===== src/rtl/regfile_wr_arbiter.sv =====
// Single write-port controller for the register file: round-robin arbitration
// between ALU (A) and load (B) writebacks, plus a command-driven clear sweep.
module regfile_wr_arbiter #(
    parameter int W = 8,
    parameter int D = 4
) (
    input  logic         Clk,
    input  logic         Reset,
    input  logic         ReqA_valid,
    input  logic [D-1:0] ReqA_addr,
    input  logic [W-1:0] ReqA_data,
    input  logic         ReqA_zero,
    input  logic         ReqA_done,
    output logic         ReqA_ready,
    input  logic         ReqB_valid,
    input  logic [D-1:0] ReqB_addr,
    input  logic [W-1:0] ReqB_data,
    input  logic         ReqB_zero,
    input  logic         ReqB_done,
    output logic         ReqB_ready,
    input  logic         ClearStart,
    output logic         Busy,
    output logic         WrEn,
    output logic [D-1:0] WrAddr,
    output logic [W-1:0] WrData,
    output logic         WrZero,
    output logic         WrDone,
    output logic [7:0]   StallCnt
);
    typedef enum logic {ST_ARB = 1'b0, ST_CLEAR = 1'b1} state_t;

    localparam logic         PRIO_A   = 1'b0;
    localparam logic         PRIO_B   = 1'b1;
    localparam logic [D-1:0] CNT_LAST = {D{1'b1}};
    localparam logic [D-1:0] CNT_ONE  = {{(D-1){1'b0}}, 1'b1};

    state_t       state_r, state_s;
    logic [D-1:0] cnt_r, cnt_s;
    logic         prio_r, prio_s;
    logic         ready_a_s, ready_b_s, grant_a_s, grant_b_s, stall_s;
    logic         busy_r;
    logic         wr_en_r, wr_en_s;
    logic [D-1:0] wr_addr_r, wr_addr_s;
    logic [W-1:0] wr_data_r, wr_data_s;
    logic         wr_zero_r, wr_zero_s;
    logic         wr_done_r, wr_done_s;
    logic [7:0]   stall_cnt_r, stall_cnt_s;

    // Handshake readiness; held low while reset is asserted or a clear is pending/running.
    always_comb begin
        ready_a_s = 1'b0;
        ready_b_s = 1'b0;
        if (Reset && (state_r == ST_ARB) && !ClearStart) begin
            ready_a_s = !ReqB_valid || (prio_r == PRIO_A);
            ready_b_s = !ReqA_valid || (prio_r == PRIO_B);
        end else begin
            ready_a_s = 1'b0;
            ready_b_s = 1'b0;
        end
    end

    assign grant_a_s = ReqA_valid && ready_a_s;
    assign grant_b_s = ReqB_valid && ready_b_s;
    assign stall_s   = (ReqA_valid && !ready_a_s) || (ReqB_valid && !ready_b_s);

    // Next-state, priority pointer and write-port payload selection.
    always_comb begin
        state_s   = state_r;
        cnt_s     = cnt_r;
        prio_s    = prio_r;
        wr_en_s   = 1'b0;
        wr_addr_s = wr_addr_r;
        wr_data_s = wr_data_r;
        wr_zero_s = wr_zero_r;
        wr_done_s = wr_done_r;
        case (state_r)
            ST_ARB: begin
                if (ClearStart) begin
                    state_s = ST_CLEAR;
                    cnt_s   = {D{1'b0}};
                end else if (grant_a_s) begin
                    wr_en_s   = 1'b1;
                    wr_addr_s = ReqA_addr;
                    wr_data_s = ReqA_data;
                    wr_zero_s = ReqA_zero;
                    wr_done_s = ReqA_done;
                    prio_s    = PRIO_B;
                end else if (grant_b_s) begin
                    wr_en_s   = 1'b1;
                    wr_addr_s = ReqB_addr;
                    wr_data_s = ReqB_data;
                    wr_zero_s = ReqB_zero;
                    wr_done_s = ReqB_done;
                    prio_s    = PRIO_A;
                end else begin
                    state_s = ST_ARB;
                end
            end
            ST_CLEAR: begin
                wr_en_s   = 1'b1;
                wr_addr_s = cnt_r;
                wr_data_s = {W{1'b0}};
                wr_zero_s = 1'b0;
                wr_done_s = 1'b0;
                cnt_s     = cnt_r + CNT_ONE;
                if (cnt_r == CNT_LAST) begin
                    state_s = ST_ARB;
                end else begin
                    state_s = ST_CLEAR;
                end
            end
            default: begin
                state_s = ST_ARB;
                cnt_s   = {D{1'b0}};
            end
        endcase
    end

    // Saturating stall counter increment.
    always_comb begin
        stall_cnt_s = stall_cnt_r;
        if (stall_s && (stall_cnt_r != 8'hFF)) begin
            stall_cnt_s = stall_cnt_r + 8'd1;
        end else begin
            stall_cnt_s = stall_cnt_r;
        end
    end

    // State and registered write-port outputs.
    always_ff @(posedge Clk or negedge Reset) begin
        if (!Reset) begin
            state_r     <= ST_ARB;
            cnt_r       <= {D{1'b0}};
            prio_r      <= PRIO_A;
            busy_r      <= 1'b0;
            wr_en_r     <= 1'b0;
            wr_addr_r   <= {D{1'b0}};
            wr_data_r   <= {W{1'b0}};
            wr_zero_r   <= 1'b0;
            wr_done_r   <= 1'b0;
            stall_cnt_r <= 8'd0;
        end else begin
            state_r     <= state_s;
            cnt_r       <= cnt_s;
            prio_r      <= prio_s;
            busy_r      <= (state_s == ST_CLEAR);
            wr_en_r     <= wr_en_s;
            wr_addr_r   <= wr_addr_s;
            wr_data_r   <= wr_data_s;
            wr_zero_r   <= wr_zero_s;
            wr_done_r   <= wr_done_s;
            stall_cnt_r <= stall_cnt_s;
        end
    end

    assign ReqA_ready = ready_a_s;
    assign ReqB_ready = ready_b_s;
    assign Busy       = busy_r;
    assign WrEn       = wr_en_r;
    assign WrAddr     = wr_addr_r;
    assign WrData     = wr_data_r;
    assign WrZero     = wr_zero_r;
    assign WrDone     = wr_done_r;
    assign StallCnt   = stall_cnt_r;
endmodule


===== config.mk =====
export PLATFORM = sky130hd
export DESIGN_NAME = regfile_wr_arbiter
export DESIGN_NICKNAME = d
export VERILOG_FILES = /design/src/rtl/regfile_wr_arbiter.sv
export SDC_FILE = /design/constraint.sdc
export NUM_CORES = 1
export LEC_CHECK = 0
export BUFFER_PORTS_ARGS = -buffer_cell sky130_fd_sc_hd__buf_2
export CORE_MARGIN = 2
export CORE_UTILIZATION = 51
export DETAILED_ROUTE_END_ITERATION = 12
export PLACE_DENSITY = 0.84
export RECOVER_POWER = 100
export SYNTH_ARGS = -nofsm -noshare
export SYNTH_HDL_FRONTEND = slang
export SYNTH_SLANG_ARGS = --single-unit

===== constraint.sdc =====
create_clock -name Clk -period 4.55 [get_ports Clk]
set_clock_uncertainty 0.1 [all_clocks]
set_input_delay 0.2275 -clock Clk [delete_from_list [all_inputs] [get_ports Clk]]
set_output_delay 0.2275 -clock Clk [all_outputs]
set_load 0.1 [all_outputs]

# After elaboration in Yosys (flattened, before gate mapping)
# Index checks and enable logic that the tools add are counted.
op_classes:
  add_sub_neg: 2
  eq_ne: 5
  muxes: 29
  bitwise_logic: 3
  n_reduce_logical: 18
op_table:
  columns: ["cell", "n"]
  rows:
  - ["$mux W8", 3]
  - ["$mux W4", 4]
  - ["$pmux W4 S2", 2]
  - ["$pmux W8 S2", 1]
  - ["$mux W1", 15]
  - ["$add A8 B1 Y8 const B", 1]
  - ["$ne A8 B8 Y1 const B", 1]
  - ["$pmux W1 S2", 4]
  - ["$logic_and A1 B1 Y1", 7]
  - ["$logic_not A1 Y1", 5]
  - ["$add A4 B1 Y4 const B", 1]
  - ["$eq A4 B4 Y1 const B", 1]
  - ["$ne A2 B2 Y1 const B", 2]
  - ["$logic_or A1 B1 Y1", 3]
  - ["$ne A3 B3 Y1 const B", 1]
  - ["$not A1 Y1", 3]
  - ["$reduce_and A3 Y1", 1]
  - ["$reduce_and A2 Y1", 1]
  - ["$reduce_bool A2 Y1", 1]
word_totals:
  regBits: 29
  output_inout_bits: 26

# Longest topological paths before layout
logic_depth:
  depth_word: 9
  ltp_mapped: 6
  mapped_depth_nobuf: 5

# Least setup slack after synthesis
# Ideal clock, no wire load.
synth_timing:
  path_type: "reg2out"
  from: "reg, netlist name Busy"
  to: "out ReqA_ready"
  arrival_ns: 2.755
  t_required_ns: 4.223
  setup_slack_ns: 1.468
  stages_incl_launch_ff: 4
  path_cell_list: "dfrtp_1 nor2_1 nand2_1 a21oi_1"
synth_rtl:
  columns: ["item", "line_no", "source"]
  rows:
  - ["end, declared", "14", "output logic ReqA_ready,"]

# Worst setup path in the final report
layout_timing:
  from: "in Reset"
  to: "reg wr_addr_r[1] (netlist: WrAddr[1])"
layout_between:
  elab_chain_cells: 7
  word_cells_on_any_way: 11
  cone_classes: "eq/ne (1); mux (5); reduce/logical (5)"
layout_rtl:
  columns: ["item", "line_no", "source"]
  rows:
  - ["start, declared", "8", "input logic Reset,"]
  - ["$logic_and A1 B1 Y1 * (2 in series)", "53", "if (Reset && (state_r == ST_ARB) && !ClearStart) begin"]
  - ["$mux W1", "53", null]
  - ["$logic_and A1 B1 Y1", "62", "assign grant_a_s = ReqA_valid && ready_a_s;"]
  - ["$mux W4", "81", "end else if (grant_a_s) begin"]
  - ["$mux W4", "78", "if (ClearStart) begin"]
  - ["$pmux W4 S2", "76", "case (state_r)"]
  - ["end signal, assigned", "137", "wr_addr_r <= {D{1'b0}};"]
  - ["end signal, assigned", "148", "wr_addr_r <= wr_addr_s;"]
  - ["end, declared", "43", "logic [D-1:0] wr_addr_r, wr_addr_s;"]
# Mark *: on every way between the ends. The rest lies on a longest branch, timed or not. The select of a mux whose other input is x is not followed.
# A chain may end at the register's enable or synchronous reset.

==> flow_summary.ini <==
[die]
chipHeight_um = 57.3
std_cell_rows = 19
die_width_um = 57.3
floorplan.initialDensity = 0.530
design.core.area_um2 = 2730
io_pins = 59
design.die.area_um2 = 3280

[outcome]
failed_checks = capacitance limit, slew limit
status = complete, but fails checks

[global_route]
number_of_antenna_violations_at_the_first_check_in_global_routing = 0
grt_use_met2 = 0.361
groute.usage.overall = 0.203
grt_pass1_wl_um = 5150
grt_remaining_overflow = 0
pin_count_of_the_biggest_net_entering_global_routing = 32
met3_usage = 0.0454
groute.layer.met1.usage = 0.228
top_usage_layer = met2
via_count_of_the_first_global_routing_pass = 1250

[synthesis]
syn_nets = 168
syn_avg_cell_area_um2 = 10.9
synth_cell_types = 28
yosysWarningCount = 0
synthesis.instances = 133
postSynthRegisterBits = 29
synth_sequential_area_ratio = 0.501
syn_area_um2 = 1450

[placed_design]
number_of_placed_instances_with_taps_included = 217
dp_slack_ps = 2190
finalWeightedCongestion = 0.796
io_buffer_count = 58
detailed_place_hpwl_um = 2350

[clocking]
tritoncts = built
insertion_delay_ps = 320
tritoncts_num_sinks = 29
clk_path_buf_depth = 2
clockRootBuffer = clkbuf_4
number_of_h_tree_levels = 2
clkTransAtPathRegs_ps = 90
cts_inserted_buffers = 5

[min_path]
hp-start = ReqB_data[2]
whs_path_depth = 3
hold_path.class = in2reg
whs_endpoint = WrData[2]$_DFFE_PN0P_

[sta]
finalSetupViolations = 0
setup-tns-final_ps = 0
timing.max_slew.rel_slack = -0.0623
final.period_utilization = 0.696
final_hold_viol_count = 0
grt_setup_unrepaired = false
timing.final.ws_setup_ps = 1380
maxClockFrequency_mhz = 316
worst_pin_slew_ps = 1590
maxSlewViolCount = 32
finalWorstPathRequiredPeriod_ps = 3170

[layout]
filler_cell_count = 225
antenna-diode-count = 0
layout-drive-gt1-share = 0.247
finish.utilization = 0.653
areaGrowthSynthToFinish_pct = 23.1
layout.cells.non_filler = 225
fin_nets = 229

[setup_path]
worst-path-max-fanout = 31
reg2reg_depth = 4
reg2reg_from = Busy$_DFF_PN0_
worst_reg2reg_path_endpoint = WrAddr[1]$_DFFE_PN0P_
reg2reg_slack_ps = 2410
worst-setup-path-type = in2reg
worst_setup_path_end_kind = flop
worst-endpoint-required_ps = 4600
arrival_ps = 3220
critical_path.startpoint_type = input pin

[routing]
postRouteWirelength_um = 3150
drtAntennaViolNets = 0
drt_drc_violations_left = 0
drt-wirelength-per-cell_um = 14.0
route.detailed.vias_per_inst = 5.52
drt_pass1_iterations = 4
dr.first_iter.drc_count = 38
routed_vias = 1241

[pwr]
leakage_uw = 0.000912
max-vdd-ir-drop_v = 0.000648
power-per-cell-area_nw_per_um2 = 774
totalPowerFinal_uw = 1380

[run]
max_cap_viol_count = 1
sequential cells by signal, summed over array words and instances, names as in the netlist:
register,cells
prio_r,1
WrDone,1
StallCnt,8
WrData,8
WrAddr,4
WrEn,1
WrZero,1
Busy,1
cnt_r,4
power by group:
part | internal [µW] | leakage (µW) | switching, µW
combinational | 166 | 0.000518 | 609
sequential | 345 | 0.000362 | 102
clock | 72.9 | 0.0000314 | 85.2
cells in the final DEF (no fill, tap or decap), drive strengths merged:
cell type and n:
a211oi 1, a21oi 4, a22o 3, a31oi 1
a41oi 1, and2 1, and3 1, buf 34
clkbuf 32, dfrtp 29, dlygate4sd3 1, ha 2
inv 5, mux2 6, mux2i 14, nand2 12
nand2b 3, nand3 11, nand3b 10, nand4 1
nor2 2, nor3b 1, o21a 1, o21ai 11
o221ai 4, xnor2 2, xor2 1
per-stage QoR:
step	instance area [µm²]	hold slack, ps
6_report	1780	104
2_1_floorplan	1450	-168
5_1_grt	1780	117
3_5_place_dp	1760	202
4_1_cts	1820	89.9
3_3_place_gp	1760	187
cell type report:
| type | count | area (µm²) | area share |
|---|---|---|---|
| flip-flops and latches | 29 | 726 | 0.407 |
| inverters | 5 | 18.8 | 0.0105 |
| well taps | 31 | 38.8 | 0.0217 |
| clock buffers | 7 | 55.1 | 0.0309 |
| repair buffers | 60 | 277 | 0.155 |
| multi-input cells | 93 | 669 | 0.375 |
routing by layer:
layer / share of wire / up-vias
met5: 0 / -
met4: 0.025 / 0
met3: 0.043 / 10
met2: 0.53 / 34
met1: 0.40 / 594
li1: - / 603
kinds of logic after synthesis:
| group | Yosys count | share of synthesized area |
|---|---|---|
| AND/OR/NAND/NOR | 42 | 0.168 |
| AO/OA/AOI/OAI | 26 | 0.118 |
| XOR/XNOR | 3 | 0.0181 |
| buffers and inverters | 11 | 0.0337 |
| flip-flops | 29 | 0.501 |
| adder cells (fa/ha/maj) | 2 | 0.0173 |
| multiplexers | 20 | 0.143 |
worst max-delay path by stage:
stage,to,startpoint,depth (start not counted)
CTS,WrAddr[1]$_DFFE_PN0P_,Reset,6
finish,WrAddr[1]$_DFFE_PN0P_,Reset,6
global placement,WrAddr[1]$_DFFE_PN0P_,Reset,5
detailed placement,WrAddr[2]$_DFFE_PN0P_,Reset,5
global route,WrAddr[1]$_DFFE_PN0P_,Reset,6
floorplan,ReqA_ready,Busy$_DFF_PN0_,3
worst max-delay path, stage by stage:
cell and delay [ps]:
dlygate4sd3_1 520, clkbuf_1 1150, nor3b_4 420, nand3_2 430, mux2i_1 300, o221ai_1 160
repair_timing:
item / in CTS / in global routing
resized for setup: 0 / 0
setup buffers: 0 / 0
endpoints found under the hold margin: 29 / 0
hold buffers: 1 / 0
Yosys cell counts:
library cell  instances  area [µm²]
xnor2_1               2        17.5
a31oi_1               1        6.26
nor2_1                2        7.51
nand2_1              12        45.0
and3_1                1        6.26
o21a_1                1        7.51
nand3_1              10        50.1
ha_1                  2        25.0
o21ai_1               2        10.0
nand4_1               1        6.26
a21oi_1               4        20.0
nand2b_1              3        18.8
nand3b_1             10        75.1
buf_6                 1        11.3
dfrtp_1              29         726
mux2i_1              14         140
clkbuf_1              5        18.8
a22o_1                3        26.3
and2_1                1        6.26
nor3b_4               1        18.8
xor2_1                1        8.76
o221ai_1              4        35.0
inv_1                 5        18.8
a41oi_1               1        8.76
nand3_2               1        10.0
a211oi_2              1        12.5
mux2_2                6        67.6
o21ai_0               9        45.0
Power figures use the tool's default switching activity.
